==> src/rtl/multiword_add_sequencer_pkg.sv <==
// Shared types and sizing helpers for the multi-cycle wide adder/subtractor.
//   state_e      : sequencer FSM states (idle, running over chunks, result held)
//   total_width  : full operand width from chunk width and chunk count
//   idx_width    : width of the chunk-index counter
package multiword_add_sequencer_pkg;

  typedef enum logic [1:0] {
    StIdle,
    StRun,
    StDone
  } state_e;

  localparam int unsigned DefChunkWidth = 32;
  localparam int unsigned DefNumChunks  = 4;

  function automatic int unsigned total_width(input int unsigned chunk_width,
                                              input int unsigned num_chunks);
    return chunk_width * num_chunks;
  endfunction

  // A single-chunk build still needs a one-bit index.
  function automatic int unsigned idx_width(input int unsigned num_chunks);
    return (num_chunks > 1) ? $clog2(num_chunks) : 1;
  endfunction

  localparam int unsigned DefIdxWidth = idx_width(DefNumChunks);

endpackage

==> src/rtl/configurable_kogge_stone_adder.sv <==
// Combinational Kogge-Stone parallel-prefix adder.
//   a_i, b_i : DATA_WIDTH-bit addends
//   cin_i    : carry into bit 0
//   sum_o    : DATA_WIDTH-bit sum
//   cout_o   : carry out of the top bit
module configurable_kogge_stone_adder #(
  parameter int unsigned DATA_WIDTH = 32
) (
  input  logic [DATA_WIDTH-1:0] a_i,
  input  logic [DATA_WIDTH-1:0] b_i,
  input  logic                  cin_i,
  output logic [DATA_WIDTH-1:0] sum_o,
  output logic                  cout_o
);

  localparam int unsigned Levels = (DATA_WIDTH > 1) ? $clog2(DATA_WIDTH) : 0;

  logic [DATA_WIDTH-1:0] prop;
  logic [DATA_WIDTH-1:0] gen;
  logic [DATA_WIDTH-1:0] grp_p;
  logic [DATA_WIDTH-1:0] gen_nxt;
  logic [DATA_WIDTH-1:0] grp_p_nxt;
  logic [DATA_WIDTH-1:0] carry;

  always_comb begin
    prop      = a_i ^ b_i;
    gen       = a_i & b_i;
    grp_p     = prop;
    gen_nxt   = '0;
    grp_p_nxt = '0;
    carry     = '0;
    // Fold carry-in into bit 0 so the prefix tree needs no extra column.
    gen[0]    = gen[0] | (prop[0] & cin_i);
    for (int l = 0; l < int'(Levels); l++) begin
      gen_nxt   = gen;
      grp_p_nxt = grp_p;
      for (int i = (1 << l); i < int'(DATA_WIDTH); i++) begin
        gen_nxt[i]   = gen[i] | (grp_p[i] & gen[i-(1<<l)]);
        grp_p_nxt[i] = grp_p[i] & grp_p[i-(1<<l)];
      end
      gen   = gen_nxt;
      grp_p = grp_p_nxt;
    end
    // gen[i] is now the carry out of bit i.
    carry[0] = cin_i;
    for (int i = 1; i < int'(DATA_WIDTH); i++) begin
      carry[i] = gen[i-1];
    end
    sum_o  = prop ^ carry;
    cout_o = gen[DATA_WIDTH-1];
  end

endmodule

==> src/rtl/multiword_add_sequencer.sv <==
// Multi-cycle wide adder/subtractor. Accepts one W-bit operand pair, runs it through a single
// CHUNK_WIDTH-bit Kogge-Stone adder one chunk per cycle (LSB chunk first, carry chained through
// a register) and presents the full-width result with flags.
//   clk, rst          : clock, synchronous active-high reset
//   in_valid/in_ready : operand handshake (in_a, in_b, in_cin, in_sub)
//   out_valid/out_ready : result handshake (out_sum, out_cout, out_overflow, out_zero)
module multiword_add_sequencer
  import multiword_add_sequencer_pkg::*;
#(
  parameter int unsigned CHUNK_WIDTH = DefChunkWidth,
  parameter int unsigned NUM_CHUNKS  = DefNumChunks
) (
  input  logic                                            clk,
  input  logic                                            rst,
  input  logic                                            in_valid,
  output logic                                            in_ready,
  input  logic [total_width(CHUNK_WIDTH, NUM_CHUNKS)-1:0] in_a,
  input  logic [total_width(CHUNK_WIDTH, NUM_CHUNKS)-1:0] in_b,
  input  logic                                            in_cin,
  input  logic                                            in_sub,
  output logic                                            out_valid,
  input  logic                                            out_ready,
  output logic [total_width(CHUNK_WIDTH, NUM_CHUNKS)-1:0] out_sum,
  output logic                                            out_cout,
  output logic                                            out_overflow,
  output logic                                            out_zero
);

  localparam int unsigned W       = total_width(CHUNK_WIDTH, NUM_CHUNKS);
  localparam int unsigned IdxW    = idx_width(NUM_CHUNKS);
  localparam logic [IdxW-1:0] LastIdx = IdxW'(NUM_CHUNKS - 1);

  state_e            state_q, state_d;
  logic [IdxW-1:0]   idx_q, idx_d;
  logic              carry_q, carry_d;
  logic [W-1:0]      a_q, a_d;
  logic [W-1:0]      b_q, b_d;
  logic [W-1:0]      sum_q, sum_d;
  logic              cout_q, cout_d;
  logic              ovf_q, ovf_d;
  logic              zero_q, zero_d;

  logic [CHUNK_WIDTH-1:0] add_sum;
  logic                   add_cout;

  // Operands shift right one chunk per cycle, so the active chunk is always the low slice.
  configurable_kogge_stone_adder #(
    .DATA_WIDTH(CHUNK_WIDTH)
  ) u_adder (
    .a_i   (a_q[CHUNK_WIDTH-1:0]),
    .b_i   (b_q[CHUNK_WIDTH-1:0]),
    .cin_i (carry_q),
    .sum_o (add_sum),
    .cout_o(add_cout)
  );

  always_comb begin
    state_d = state_q;
    idx_d   = idx_q;
    carry_d = carry_q;
    a_d     = a_q;
    b_d     = b_q;
    sum_d   = sum_q;
    cout_d  = cout_q;
    ovf_d   = ovf_q;
    zero_d  = zero_q;
    unique case (state_q)
      StIdle: begin
        if (in_valid) begin
          a_d     = in_a;
          b_d     = in_sub ? ~in_b : in_b;
          carry_d = in_sub ? 1'b1 : in_cin;
          idx_d   = '0;
          state_d = StRun;
        end
      end
      StRun: begin
        a_d     = a_q >> CHUNK_WIDTH;
        b_d     = b_q >> CHUNK_WIDTH;
        // Each chunk result enters at the top; after NUM_CHUNKS shifts chunk 0 sits at the bottom.
        sum_d   = {add_sum, sum_q[W-1:CHUNK_WIDTH]};
        carry_d = add_cout;
        idx_d   = idx_q + 1'b1;
        if (idx_q == LastIdx) begin
          idx_d   = '0;
          state_d = StDone;
          cout_d  = add_cout;
          // Low slice of the shifted operands now holds the original top chunk.
          ovf_d   = (a_q[CHUNK_WIDTH-1] == b_q[CHUNK_WIDTH-1]) &&
                    (add_sum[CHUNK_WIDTH-1] != a_q[CHUNK_WIDTH-1]);
          zero_d  = (sum_d == '0);
        end
      end
      StDone: begin
        if (out_ready) begin
          state_d = StIdle;
        end
      end
      default: state_d = StIdle;
    endcase
  end

  always_ff @(posedge clk) begin
    if (rst) begin
      state_q <= StIdle;
      idx_q   <= '0;
      carry_q <= 1'b0;
      a_q     <= '0;
      b_q     <= '0;
      sum_q   <= '0;
      cout_q  <= 1'b0;
      ovf_q   <= 1'b0;
      zero_q  <= 1'b0;
    end else begin
      state_q <= state_d;
      idx_q   <= idx_d;
      carry_q <= carry_d;
      a_q     <= a_d;
      b_q     <= b_d;
      sum_q   <= sum_d;
      cout_q  <= cout_d;
      ovf_q   <= ovf_d;
      zero_q  <= zero_d;
    end
  end

  assign in_ready     = (state_q == StIdle);
  assign out_valid    = (state_q == StDone);
  assign out_sum      = sum_q;
  assign out_cout     = cout_q;
  assign out_overflow = ovf_q;
  assign out_zero     = zero_q;

endmodule

==> config.mk <==
export PLATFORM = sky130hd
export DESIGN_NAME = multiword_add_sequencer
export DESIGN_NICKNAME = d
export VERILOG_FILES = /design/src/rtl/multiword_add_sequencer_pkg.sv /design/src/rtl/configurable_kogge_stone_adder.sv /design/src/rtl/multiword_add_sequencer.sv
export SDC_FILE = /design/constraint.sdc
export NUM_CORES = 1
export LEC_CHECK = 0
export BUFFER_PORTS_ARGS = -buffer_cell sky130_fd_sc_hd__buf_2
export CORE_MARGIN = 2
export CORE_UTILIZATION = 58
export CTS_BUF_LIST = sky130_fd_sc_hd__clkbuf_4 sky130_fd_sc_hd__clkbuf_8
export CTS_CLUSTER_DIAMETER = 40
export DETAILED_ROUTE_END_ITERATION = 8
export GPL_TIMING_DRIVEN = 0
export PLACE_DENSITY_LB_ADDON = 0.1
export SKIP_CTS_REPAIR_TIMING = 1
export SLEW_MARGIN = 10
export SYNTH_ARGS = -nofsm -noshare
export SYNTH_HDL_FRONTEND = slang
export SYNTH_SLANG_ARGS = --single-unit
==> constraint.sdc <==
create_clock -name clk -period 9.6 [get_ports clk]
set_clock_uncertainty 0.05 [all_clocks]
set_input_delay 0.48 -clock clk [delete_from_list [all_inputs] [get_ports clk]]
set_output_delay 0.48 -clock clk [all_outputs]
set_load 0.01 [all_outputs]
Word-level counts from Yosys, hierarchy flattened
Cells that the tools add are included.
{ "word_totals": {"reg_bits": 392, "latchBits": 0, "mem_bits_rw": 0, "rom_bits": 0, "input_bits": 262, "output_inout_bits": 133, "elab_cells": 402, "n_memories": 0} }
{ "op_classes": {"addsub": 1, "mul": 0, "div": 0, "order_cmp": 0, "n_eq_ne": 8, "shift": 0, "n_mux": 15, "n_bitwise": 362, "reduce_logical": 7} }
{ "op_table": {"columns": ["op", "count"], "rows": [
  ["$pmux 128 s2", 2],
  ["$mux 128", 3],
  ["$and 1x1->1", 228],
  ["$or 1x1->1", 130],
  ["$logic_not 128->1", 1],
  ["$not 128->128", 1],
  ["$xor 32x32->32", 2],
  ["$and 32x32->32", 1],
  ["$mux 2", 5],
  ["$pmux 2 s3", 1],
  ["$eq 2x2->1 const B", 2],
  ["$ne 2x2->1 const B", 2],
  ["$pmux 2 s2", 1],
  ["$reduce_and 2->1", 2],
  ["$reduce_and 3->1", 1],
  ["$add 2x1->2 const B", 1],
  ["$eq 2x1->1 const B", 1],
  ["$logic_not 2->1", 1],
  ["$mux 1", 2],
  ["$ne 2x1->1 const B", 1],
  ["$pmux 1 s2", 1],
  ["$reduce_bool 2->1", 1],
  ["$eq 1x1->1", 1],
  ["$logic_and 1x1->1", 1],
  ["$ne 1x1->1", 1]
]} }

Longest topological paths before layout
{ "depth": {"ltp_word": 14, "ltp_mapped": 11, "ltp_nobuf": 11} }

By module
A second synthesis with hierarchy kept.
{ "hier_totals": {"cells_unflattened": 2204, "area_unflattened_um2": 18323.8} }
{ "by_module_without_submodules": {"columns": ["module", "instances", "cells_each", "area_each_um2"], "rows": [
  ["multiword_add_sequencer", 1, 1970, 16595.9],
  ["configurable_kogge_stone_adder", 1, 234, 1727.9]
]} }

Worst setup path after synthesis
OpenSTA, ideal clock, no wires.
{ "synth_timing": {"kind": "flip-flop to flip-flop", "start": "register carry_q", "end": "register cout_q (netlist: out_cout)", "setup_ns": 0.132, "t_arrival_ns": 2.917, "required_time_ns": 9.418, "setup_slack_ns": 6.501, "path_stages_with_launch": 12, "synth_period_minus_slack_ns": 3.099, "cell_sequence": "dfxtp_1 -> fa_1 -> fa_1 -> a211oi_2 -> o211ai_2 -> a22o_1 -> o21ai_1 -> a211oi_1 -> o31a_1 -> o41a_1 -> nor2_1 -> nor3_1"} }
{ "synth_via": {"elab_chain_len": 12} }
{ "synth_lines": {"columns": ["item", "line", "text"], "rows": [
  ["from (decl)", "multiword_add_sequencer.sv:35", "logic carry_q, carry_d;"],
  ["from (signal assigned)", "multiword_add_sequencer.sv:117", "carry_q <= carry_d;"],
  ["$and 1x1->1", "configurable_kogge_stone_adder.sv:33", "gen[0] = gen[0] | (prop[0] & cin_i);"],
  ["$or 1x1->1", "configurable_kogge_stone_adder.sv:33", null],
  ["$and 1x1->1", "configurable_kogge_stone_adder.sv:38", "gen_nxt[i] = gen[i] | (grp_p[i] & gen[i-(1<<l)]);"],
  ["$or 1x1->1", "configurable_kogge_stone_adder.sv:38", null],
  ["$and 1x1->1", "configurable_kogge_stone_adder.sv:38", null],
  ["$or 1x1->1", "configurable_kogge_stone_adder.sv:38", null],
  ["$and 1x1->1", "configurable_kogge_stone_adder.sv:38", null],
  ["$or 1x1->1", "configurable_kogge_stone_adder.sv:38", null],
  ["$and 1x1->1", "configurable_kogge_stone_adder.sv:38", null],
  ["$or 1x1->1", "configurable_kogge_stone_adder.sv:38", null],
  ["$and 1x1->1", "configurable_kogge_stone_adder.sv:38", null],
  ["$or 1x1->1", "configurable_kogge_stone_adder.sv:38", null],
  ["to (signal assigned)", "multiword_add_sequencer.sv:121", "cout_q <= cout_d;"],
  ["to (decl)", "multiword_add_sequencer.sv:39", "logic cout_q, cout_d;"]
]} }
No other way between the ends.
A chain may end at the register's enable or synchronous reset.

Worst setup path after layout
Ends and elaborated chain as after synthesis.

==> run_results.csv <==
group,metric,value,unit
logic_synthesis,synthAdderAreaFrac,2.36,%
setup_path,criticalPathCategory,"flip-flop to flip-flop",
sta,finalSetupViolCount,0,
sta,fin_crit_sh,40.5,%
final_layout,layout_common_cells,"nor2_1, buf_2, dfxtp_1, a21oi_1, nand2_1",
floorplan,die_y,183,um
final_layout,n_fill_cell,2581,
place,place_hpwl,51.8,mm
place,finalWeightedCongestion,0.968,
logic_synthesis,syn_nets,2667,
detailed_routing,vias_per_cell,5.94,
detailed_routing,drc,0,
floorplan,core,31600,um2
power_and_ir_drop,total_power,4200,uW
global_route,antenna_found_initial,3,
sta,drv_slew,0,
setup_path,cp_num_buf_inv,0,
clock_tree,cts_tree,"yes",
floorplan,fp-row-count,65,
place,dp_slack,5780,ps
final_layout,final_common_cell,"nor2_1",
logic_synthesis,syn_avg_cell_area,7.87,um2
sta,rsz0062_at_grt,"no",
global_route,grt_pass1_wl,101,mm
logic_synthesis,synth_top_family_by_area,"simple AND/OR/NAND/NOR gates",
sta,max_slew.worst_pin.slew,1020,ps
detailed_routing,vias,19500,
final_layout,layout.nets,3127,
setup_path,crit_arrival,4280,ps
place,port_buffers,391,
global_route,grt_pass1_vias,18700,
setup_path,worstPathRequired,10000,ps
sta,maxSlewHeadroom,31.5,%
logic_synthesis,synthTopCellsByArea,"dfxtp_1, nor2_1, a21oi_1",
setup_path,critPathLaunchType,"flip-flop",
logic_synthesis,ys_ff_latch,392,
detailed_routing,drt_first_pass_iters,6,
setup_path,cp-end-kind,"flip-flop",
power_and_ir_drop,p_leak,0.00977,uW
clock_tree,cts.sinks,392,
clock_tree,clkLatencyLatePin,610,ps
logic_synthesis,synthArstFlopShare,0,%
global_route,track_usage,38.5,%
clock_tree,cts_buffer_depth,3,
detailed_routing,wl_per_cell,20.2,um
clock_tree,cts_buffers,67,
setup_path,cpMaxStageDelayCell,"fa_1",
logic_synthesis,ys.flop_type,"dfxtp_1",
clock_tree,root_buffer,"clkbuf_8",
worst_hold_path,hp-class,"primary input to flip-flop",
global_route,grt_max_degree,11,
logic_synthesis,synth_cell_types,68,
sta,min_period,3880,ps
setup_path,critPathMaxStageDelay,500,ps
global_route,grt-ovfl-total,0,
floorplan,num_io_pins,395,
detailed_routing,routed_wl,66.4,mm
job,cap_viol_max_count,0,
logic_synthesis,netlist_instances,2371,
floorplan,die_x,183,um
setup_path,crit_family,"compound AO/OA/AOI/OAI gates",
status,status,"completed",
final_layout,drive_gt1_share,18.9,%
clock_tree,path_clk_slew,60,ps
logic_synthesis,yosysTopAreaCellShare,42.1,%
floorplan,start_util,59.0,%
final_layout,areaGrowthSynthToFinish,20.9,%
setup_path,worstPathMaxFanout,7,
setup_path,crit_chain,"fa_1, fa_1, a211oi_2, o211ai_2, a22o_1, o21ai_1, a211oi_1, o31a_1, o41a_1, nor2_1, nor3_1",
power_and_ir_drop,peakVddDrop,0.000140,V
logic_synthesis,synth_top_area_cell,"dfxtp_1",
logic_synthesis,yosys-mux-area-fraction,0.221,%
logic_synthesis,yosys.area_share.simple,25.2,%
detailed_routing,dr.first_iter.drc_count,2013,
logic_synthesis,syn_area,18700,um2
final_layout,seq_area,7850,um2
detailed_routing,ant_nets,0,
floorplan,die-area,33600,um2
sta,postLayoutSetupSlackWorst,5720,ps
sta,max_freq,257,MHz
power_and_ir_drop,p_per_area,186,nW/um2
clock_tree,h-tree-depth,3,
setup_path,cp_common_cell,"fa_1",
logic_synthesis,synth-compound-area-share,19.2,%
logic_synthesis,synth-xor-area-share,6.57,%
sta,hold_viol_final,0,
logic_synthesis,synth_edf_count,0,
final_layout,multi_input_area,9990,um2
final_layout,fin_util,71.3,%
logic_synthesis,yosys_warnings,0,
logic_synthesis,ys_seq_area_share,42.1,%
sta,setup-tns-final,0,ps
## Yosys cell counts, drive strengths merged (6+ instances only)
master and n:
ha 32, nor3 115, inv 6, clkbuf 179
a211oi 12, xor2 134, or3 6, buf 27
o21ai 20, nor2 497, a222oi 96, nand3 11
o31ai 9, a21oi 251, a22oi 67, nand4 14
nor2b 105, o211ai 11, nor4 32, a21o 12
o21a 11, and3 8, xnor2 6, nand2 247
dfxtp 392
## registers in the layout (all words and copies together) (netlist names)
register and cells:
out_zero 1, idx_q 2, out_sum 128, state_q 2, carry_q 1, out_overflow 1, a_q 128, b_q 128
out_cout 1
## final cells by class
| class | count | area share, % |
|---|---|---|
| tap | 402 | 2.23 |
| clock buffer | 103 | 5.62 |
| antenna | 3 | 0.0333 |
| buffer | 206 | 3.53 |
| clock inverter | 18 | 0.738 |
| multi-input combinational | 1767 | 44.3 |
| inverter | 6 | 0.0998 |
| timing repair buffer | 391 | 8.67 |
| sequential | 392 | 34.8 |
## through the flow
step           hold slack (ps)  instance area [um2]  instances
4_1_cts                   43.1                22600       3285
6_report                  58.9                22600       3288
2_1_floorplan              416                18700       2371
3_3_place_gp               388                21100       3164
3_5_place_dp               393                21100       3164
5_1_grt                   79.3                22600       3285
## logic make-up after synthesis
kind of cell	count (synthesis)
flip-flops	392
AO/OA/AOI/OAI	525
multiplexers	4
buffers and inverters	212
XOR/XNOR	140
AND/OR/NAND/NOR	1064
adder cells (fa/ha/maj)	34
## worst min-delay path: stages
cell     delay (ps)
buf_2            80
a22oi_1          50
nor2_1           70
## worst paths after layout
| path | from | endpoint | slack (ps) | depth (start not counted) |
|---|---|---|---|---|
| min | in_a[120] | a_q[120]$_SDFFE_PP0P_ | 60 | 3 |
| max reg2reg | carry_q$_SDFFE_PP0P_ | out_cout$_SDFFE_PP0P_ | 5720 | 11 |
| max | carry_q$_SDFFE_PP0P_ | out_cout$_SDFFE_PP0P_ | 5720 | 11 |
| min reg2reg | out_sum[16]$_SDFFE_PP0P_ | out_sum[16]$_SDFFE_PP0P_ | 400 | 2 |
## report_power, final
group,leakage (uW),internal [uW],switching [uW]
Clock,0.000758,884,704
Sequential,0.00321,1730,94.3
Combinational,0.00580,292,492
## metal layers
metal,track usage (%),part of all wire (%),vias up
met5,1.93,0.16,-
met4,23.7,6.5,4
met3,6.43,7.7,205
met2,64.7,46,987
met1,46.1,40,9116
li1,-,-,9235
Power figures use the tool's default switching activity.
